[config.mk]
export PLATFORM = sky130hd
export DESIGN_NAME = multi_pwm_ctrl
export DESIGN_NICKNAME = d
export VERILOG_FILES = /design/src/rtl/multi_pwm_ctrl.sv
export SDC_FILE = /design/constraint.sdc
export NUM_CORES = 1
export LEC_CHECK = 0
export ABC_AREA = 1
export CAP_MARGIN = 20
export CORE_UTILIZATION = 63
export CTS_CLUSTER_SIZE = 25
export DETAILED_ROUTE_END_ITERATION = 10
export PLACE_DENSITY = 0.86
export SETUP_SLACK_MARGIN = 0.05
export SYNTH_ARGS = -nofsm -noshare
export SYNTH_HDL_FRONTEND = slang
export SYNTH_SLANG_ARGS = --single-unit
[constraint.sdc]
create_clock -name CLK -period 5.46 [get_ports CLK]
set_input_delay 0.546 -clock CLK [delete_from_list [all_inputs] [get_ports CLK]]
set_output_delay 0.546 -clock CLK [all_outputs]
set_load 0.02 [all_outputs]
[src/rtl/multi_pwm_ctrl.sv]
// -----------------------------------------------------------------------------
// multi_pwm_ctrl
//
// Multi-channel PWM controller with a user-adjustable setpoint per channel.
// A selection index picks one channel. INC/DEC pulses nudge that channel's
// setpoint up or down, saturating at 0 and DUTY_MAX. A shared period counter
// drives all channels. Each channel latches a shadow copy of its effective
// duty at the period wrap, so a setpoint change never disturbs a period that
// is already running. A blink phase marks the selected channel on SEL_MARK.
//
// Optional feature (macro MULTI_PWM_CTRL_FADE_EN):
//   defined   -- the effective duty ramps toward the setpoint, moving by 1 on
//                each qualified FADE_CE.
//   undefined -- the effective duty is the setpoint itself and FADE_CE is
//                ignored.
//
// Ports
//   CLK        in   clock; all state changes happen on the rising edge
//   CLR        in   asynchronous active-high reset
//   CE         in   global enable; every strobe below is qualified by it
//   PWM_CE     in   period counter tick
//   FADE_CE    in   fade engine tick (used only with MULTI_PWM_CTRL_FADE_EN)
//   BLINK_CE   in   blink phase toggle tick
//   INC, DEC   in   adjust the selected channel's setpoint by STEP
//   SEL_INC,
//   SEL_DEC    in   move the channel selection, wrapping modulo CH_NUM
//   SEL        out  index of the selected channel
//   DUTY_ALL   out  packed setpoints, channel 0 in the LSBs
//   PWM_OUT    out  registered PWM outputs, active level ACT_STATE
//   SEL_MARK   out  blink marker; only the selected channel's bit can be set
// -----------------------------------------------------------------------------
module multi_pwm_ctrl #(
   parameter int   CH_NUM    = 3,
   parameter int   DUTY_BITS = 8,
   parameter int   DUTY_MAX  = 255,
   parameter int   STEP      = 1,
   parameter logic ACT_STATE = 1'b1,
   localparam int  SEL_W     = (CH_NUM > 1) ? $clog2(CH_NUM) : 1
) (
   input  logic                        CLK,
   input  logic                        CLR,
   input  logic                        CE,
   input  logic                        PWM_CE,
   input  logic                        FADE_CE,
   input  logic                        BLINK_CE,
   input  logic                        INC,
   input  logic                        DEC,
   input  logic                        SEL_INC,
   input  logic                        SEL_DEC,
   output logic [SEL_W-1:0]            SEL,
   output logic [CH_NUM*DUTY_BITS-1:0] DUTY_ALL,
   output logic [CH_NUM-1:0]           PWM_OUT,
   output logic [CH_NUM-1:0]           SEL_MARK
);

   typedef logic [DUTY_BITS-1:0] duty_t;

   localparam duty_t      DUTY_TOP = duty_t'(DUTY_MAX);
   localparam duty_t      CNT_LAST = duty_t'(DUTY_MAX - 1);
   localparam logic [SEL_W-1:0] SEL_LAST = SEL_W'(CH_NUM - 1);

   logic [SEL_W-1:0] sel;
   duty_t            sp     [CH_NUM];  // user setpoints
   duty_t            eff    [CH_NUM];  // effective duty fed to the shadows
   duty_t            shadow [CH_NUM];  // duty in force for the running period
   duty_t            cnt;              // shared period counter
   logic             cnt_wrap;
   logic             phase;            // blink phase

   // Saturating adjust helpers. The arithmetic is done in int, so STEP may
   // exceed the headroom left in a DUTY_BITS-wide value without wrapping.
   function automatic duty_t sat_inc(input duty_t d);
      int sum;
      sum = int'(d) + STEP;
      return (sum >= DUTY_MAX) ? DUTY_TOP : duty_t'(sum);
   endfunction

   function automatic duty_t sat_dec(input duty_t d);
      int diff;
      diff = int'(d) - STEP;
      return (diff <= 0) ? '0 : duty_t'(diff);
   endfunction

   // ---------------------------------------------------------------------------
   // Channel selection and setpoints
   // ---------------------------------------------------------------------------
   always_ff @(posedge CLK or posedge CLR) begin
      if (CLR) begin
         sel <= '0;
         // NOTE: the setpoints live in flops rather than a RAM, so they can be
         // cleared by the async reset along with everything else.
         for (int i = 0; i < CH_NUM; i++) sp[i] <= '0;
      end else if (CE) begin
         if (SEL_INC && !SEL_DEC)
            sel <= (sel == SEL_LAST) ? '0 : sel + SEL_W'(1);
         else if (SEL_DEC && !SEL_INC)
            sel <= (sel == '0) ? SEL_LAST : sel - SEL_W'(1);

         // NOTE: non-blocking assignment means 'sel' below is the value from
         // before this edge, so an INC/DEC that coincides with a selection
         // move lands on the previously selected channel.
         for (int i = 0; i < CH_NUM; i++) begin
            if (sel == SEL_W'(i)) begin
               if (INC && !DEC)
                  sp[i] <= sat_inc(sp[i]);
               else if (DEC && !INC)
                  sp[i] <= sat_dec(sp[i]);
            end
         end
      end
   end

   // ---------------------------------------------------------------------------
   // Effective duty
   // ---------------------------------------------------------------------------
`ifdef MULTI_PWM_CTRL_FADE_EN
   // Ramp each channel by one count per qualified fade tick toward its setpoint.
   always_ff @(posedge CLK or posedge CLR) begin
      if (CLR) begin
         for (int i = 0; i < CH_NUM; i++) eff[i] <= '0;
      end else if (CE && FADE_CE) begin
         for (int i = 0; i < CH_NUM; i++) begin
            if (eff[i] < sp[i])
               eff[i] <= eff[i] + duty_t'(1);
            else if (eff[i] > sp[i])
               eff[i] <= eff[i] - duty_t'(1);
         end
      end
   end
`else
   logic unused_fade_ce;
   assign unused_fade_ce = FADE_CE;

   always_comb begin
      for (int i = 0; i < CH_NUM; i++) eff[i] = sp[i];
   end
`endif

   // ---------------------------------------------------------------------------
   // Period counter, shadow duties, PWM outputs, blink phase
   // ---------------------------------------------------------------------------
   assign cnt_wrap = (cnt == CNT_LAST);

   always_ff @(posedge CLK or posedge CLR) begin
      if (CLR) begin
         cnt     <= '0;
         phase   <= 1'b0;
         PWM_OUT <= {CH_NUM{~ACT_STATE}};
         for (int i = 0; i < CH_NUM; i++) shadow[i] <= '0;
      end else begin
         if (CE && PWM_CE) begin
            cnt <= cnt_wrap ? '0 : cnt + duty_t'(1);
            // Shadows reload only at the wrap, so the running period keeps
            // the duty it started with.
            if (cnt_wrap) begin
               for (int i = 0; i < CH_NUM; i++) shadow[i] <= eff[i];
            end
         end

         if (CE && BLINK_CE)
            phase <= ~phase;

         // Compare the registered counter and shadow: the output follows the
         // counter one clock later. cnt never reaches DUTY_MAX, so a shadow of
         // DUTY_MAX is always active and a shadow of 0 never is.
         for (int i = 0; i < CH_NUM; i++)
            PWM_OUT[i] <= (cnt < shadow[i]) ? ACT_STATE : ~ACT_STATE;
      end
   end

   // ---------------------------------------------------------------------------
   // Outputs
   // ---------------------------------------------------------------------------
   assign SEL = sel;

   always_comb begin
      // NOTE: default every combinational output first so no path through
      // the loop leaves a bit unassigned and infers a latch.
      DUTY_ALL = '0;
      SEL_MARK = '0;
      for (int i = 0; i < CH_NUM; i++) begin
         DUTY_ALL[i*DUTY_BITS +: DUTY_BITS] = sp[i];
         SEL_MARK[i] = phase && (sel == SEL_W'(i));
      end
   end

endmodule
==> results.md <==
* Initial DRT Pass Iterations at 5
* Critical Path AT at 2.54 ns
* Critical Path Start Type: flip-flop
* Share of cells above drive strength 1 at 0.0753
* Synth top area cells: dfrtp_1 33%, nand2_1 17%, ha_1 11%
* Synth Flop Type: dfrtp_1
* Die X-Extent at 88.4 um
* CTS hold repair buffers at 0
* CP startpoint: cnt[2]
* Post-layout minimum cycle time at 2.38 ns
* Critical R2R Capture: shadow[14]
* Routed Antenna Nets at 0
* Initial antenna violation count at 0
* Die area at 0.00781 mm2
* Leakage at 2.73 nW
* Final Hold Fails at 0
* Routability cong. at 0.879
* Post-cts sizing count at 0
* CTS tree: done
* Clock sink total at 62
* Max VDD drop at 293 uV
* Unrepaired setup endpoints after global routing: no
* Number of port buffers at 40
* Post-Syn Area at 0.00470 mm2
* Required time of the critical path at 5.62 ns
* Slew Viols, Final at 0
* Clock transition at the registers of the reported paths at 0.07 ns
* Area leader, netlist: dfrtp_1
* Clock Skew at 0.0122 ns
* Routed vias at 4511
* Post-synth ARST share at 1.00
* Status: complete, no violations
* Crit path capture: shadow[14]
* Post-CTS setup buffers at 0
* Crit Reg-Reg Startpoint: cnt[2]
* DP Wirelength at 7720 um
* Worst-skew pair later-pin latency at 0.34 ns
* Gr ovfl total at 0
* Final worst-path cycle share at 0.435
* Yosys warns at 0
* Ant. Diodes at 0
* Fin nets at 762
* Core area at 0.00721 mm2
* Finished Cell Area at 0.00533 mm2
* Flop-to-flop setup slack at 3.08 ns
* Synth top area share at 0.330
* DRC at 0
* Hold_sp: shadow[4]
* Post-detailed-route wirelength per cell at 13.1 um
* Initial core utilization at 0.652
* Seq/Total Area, Yosys at 0.330
* Vias in the first global route at 4090
* CTS Buf Count at 9
* Yosys reg bits at 62
* Final setup fails at 0
* Global-route wire length before repair at 18200 um
* Distinct cell type count after synthesis at 37
* Worst r2r path cells at 5
* CTS root buf: clkbuf_8
* H-tree depth at 3
* Max-cap violation count at 0
* Mapped Avg Cell Area at 6.96 um2
* Number of synthesized flops with an enable pin at 0
* Area post-placement at 0.00511 mm2
* CTS max path bufs at 2
* Synth-to-Final Area Change at 13.4%
* Rel. slew slack at 0.332
* Via density at 5.53
* Ports at 42
* Largest net degree at the start of global routing at 63
* Die Ht at 88.4 um
* Crit end category: flip-flop
* PwrDens at 530 mW/mm2
* Initial DRC count at 279
* Post-Synthesis Cells at 675
* Crit-path max FO at 53
* Fillers at 605
* Setup CP Type: reg -> reg
* Worst Max-Slew Pin Slew at 0.999 ns
* Core Rows at 31
* Overall routed net length at 10700 um
* Post-route setup TNS at 0 ns
* Syn Nets at 725
* Hold Path Class: reg -> reg
* Peak Freq at 421 MHz
* GRT Total Usage at 0.296
-- through the flow --
stage / total power, mW / cells / utilization / setup slack [ns] / hold slack [ns]
after floorplan: 1.91 / 675 / - / 3.37 / 0.486
after global placement: 2.30 / 800 / 0.708 / 2.85 / 0.510
after detailed placement: 2.36 / 800 / 0.708 / 2.80 / 0.517
after CTS: 2.82 / 816 / 0.739 / 3.11 / 0.533
after global routing: 3.08 / 816 / 0.739 / 2.92 / 0.563
final: 2.82 / 816 / 0.739 / 3.08 / 0.529
-- report_power, final --
part / leakage (nW) / internal, mW / switching [mW]
clock network: 0.109 / 0.258 / 0.188
registers: 0.701 / 0.608 / 0.298
logic: 1.92 / 0.607 / 0.864
total: 2.73 / 1.47 / 1.35
-- per-layer routing --
layer / routed length (um) / vias up / GRT usage / part of all wire
li1: - / 2246 / - / -
met1: 4960 / 2097 / 0.409 / 0.46
met2: 5010 / 160 / 0.485 / 0.47
met3: 636 / 8 / 0.0410 / 0.060
met4: 72 / 0 / 0.0880 / 0.0067
met5: 0 / - / 0 / 0
-- layout by cell type (no fill, tap or decap), drive strengths merged --
master,Yosys,final
a22oi,2,2
o21bai,2,2
xor2,5,5
o211ai,1,1
a311oi,1,1
or2,2,2
o22ai,2,2
a211oi,1,1
clkdlybuf4s50,0,40
nand3,55,55
dfrtp,62,62
buf,14,2
xnor2,2,2
nand2,227,227
inv,91,91
ha,40,40
and3,1,1
o21ai,53,53
nand4,16,16
a21oi,23,23
clkinv,3,7
nor3b,2,2
clkbuf,2,9
o31ai,1,1
a2111oi,3,3
clkinvlp,0,1
nor3,2,2
nor2,59,59
a21boi,3,3
bufinv,0,2
-- kinds of logic after synthesis --
group | after synthesis | share of synthesized area
DFF | 62 | 0.330
AOI/OAI and AO/OA | 92 | 0.107
buffers and inverters | 110 | 0.103
adders and majority gates | 40 | 0.106
xor gates and xnor gates | 7 | 0.0130
and+or+nand+nor | 364 | 0.341
-- state kept, by name (all words and copies together), names as in the netlist --
register	cells
shadow	24
phase	1
DUTY_ALL	24
SEL	2
PWM_OUT	3
cnt	8
-- how the worst min path moves through the flow --
stage	to	cells past startpoint
floorplan	phase	1
global placement	shadow[4]	2
detailed placement	shadow[4]	2
CTS	shadow[4]	2
global route	shadow[4]	2
finish	shadow[4]	2
-- worst max-delay path, stage by stage, from the launching register on --
cell     delay [ns]
dfrtp_1        0.53
inv_1          0.14
nor3_2         0.29
nand4_2        0.20
nor2_4         0.80
o21ai_0        0.22
-- final cells by class --
| class | instances | area [um2] | area share |
|---|---|---|---|
| multi-input cells | 503 | 2670 | 0.500 |
| clock buffers | 9 | 124 | 0.0232 |
| well taps | 99 | 124 | 0.0232 |
| clock inverters | 7 | 98.8 | 0.0185 |
| repair buffers | 42 | 415 | 0.0779 |
| inverters | 94 | 353 | 0.0662 |
| flip-flops and latches | 62 | 1550 | 0.291 |
-- cells in the mapped netlist (2+ instances only) --
library cell / instances
a2111oi_0: 3
nor2_2: 11
inv_2: 2
clkinv_1: 3
nand2_1: 216
nand3_1: 51
o21ai_0: 42
or2_2: 2
nand3_2: 4
a22oi_1: 2
nand2_2: 11
o22ai_1: 2
nor2_1: 45
a21oi_1: 23
nor2_4: 3
clkbuf_1: 2
nand4_1: 15
buf_2: 2
inv_1: 89
buf_6: 6
a21boi_1: 3
buf_4: 6
nor3b_1: 2
dfrtp_1: 62
o21ai_1: 11
xor2_1: 5
ha_1: 40
o21bai_1: 2
xnor2_1: 2
No activity file was read; power rests on OpenSTA's default activity.
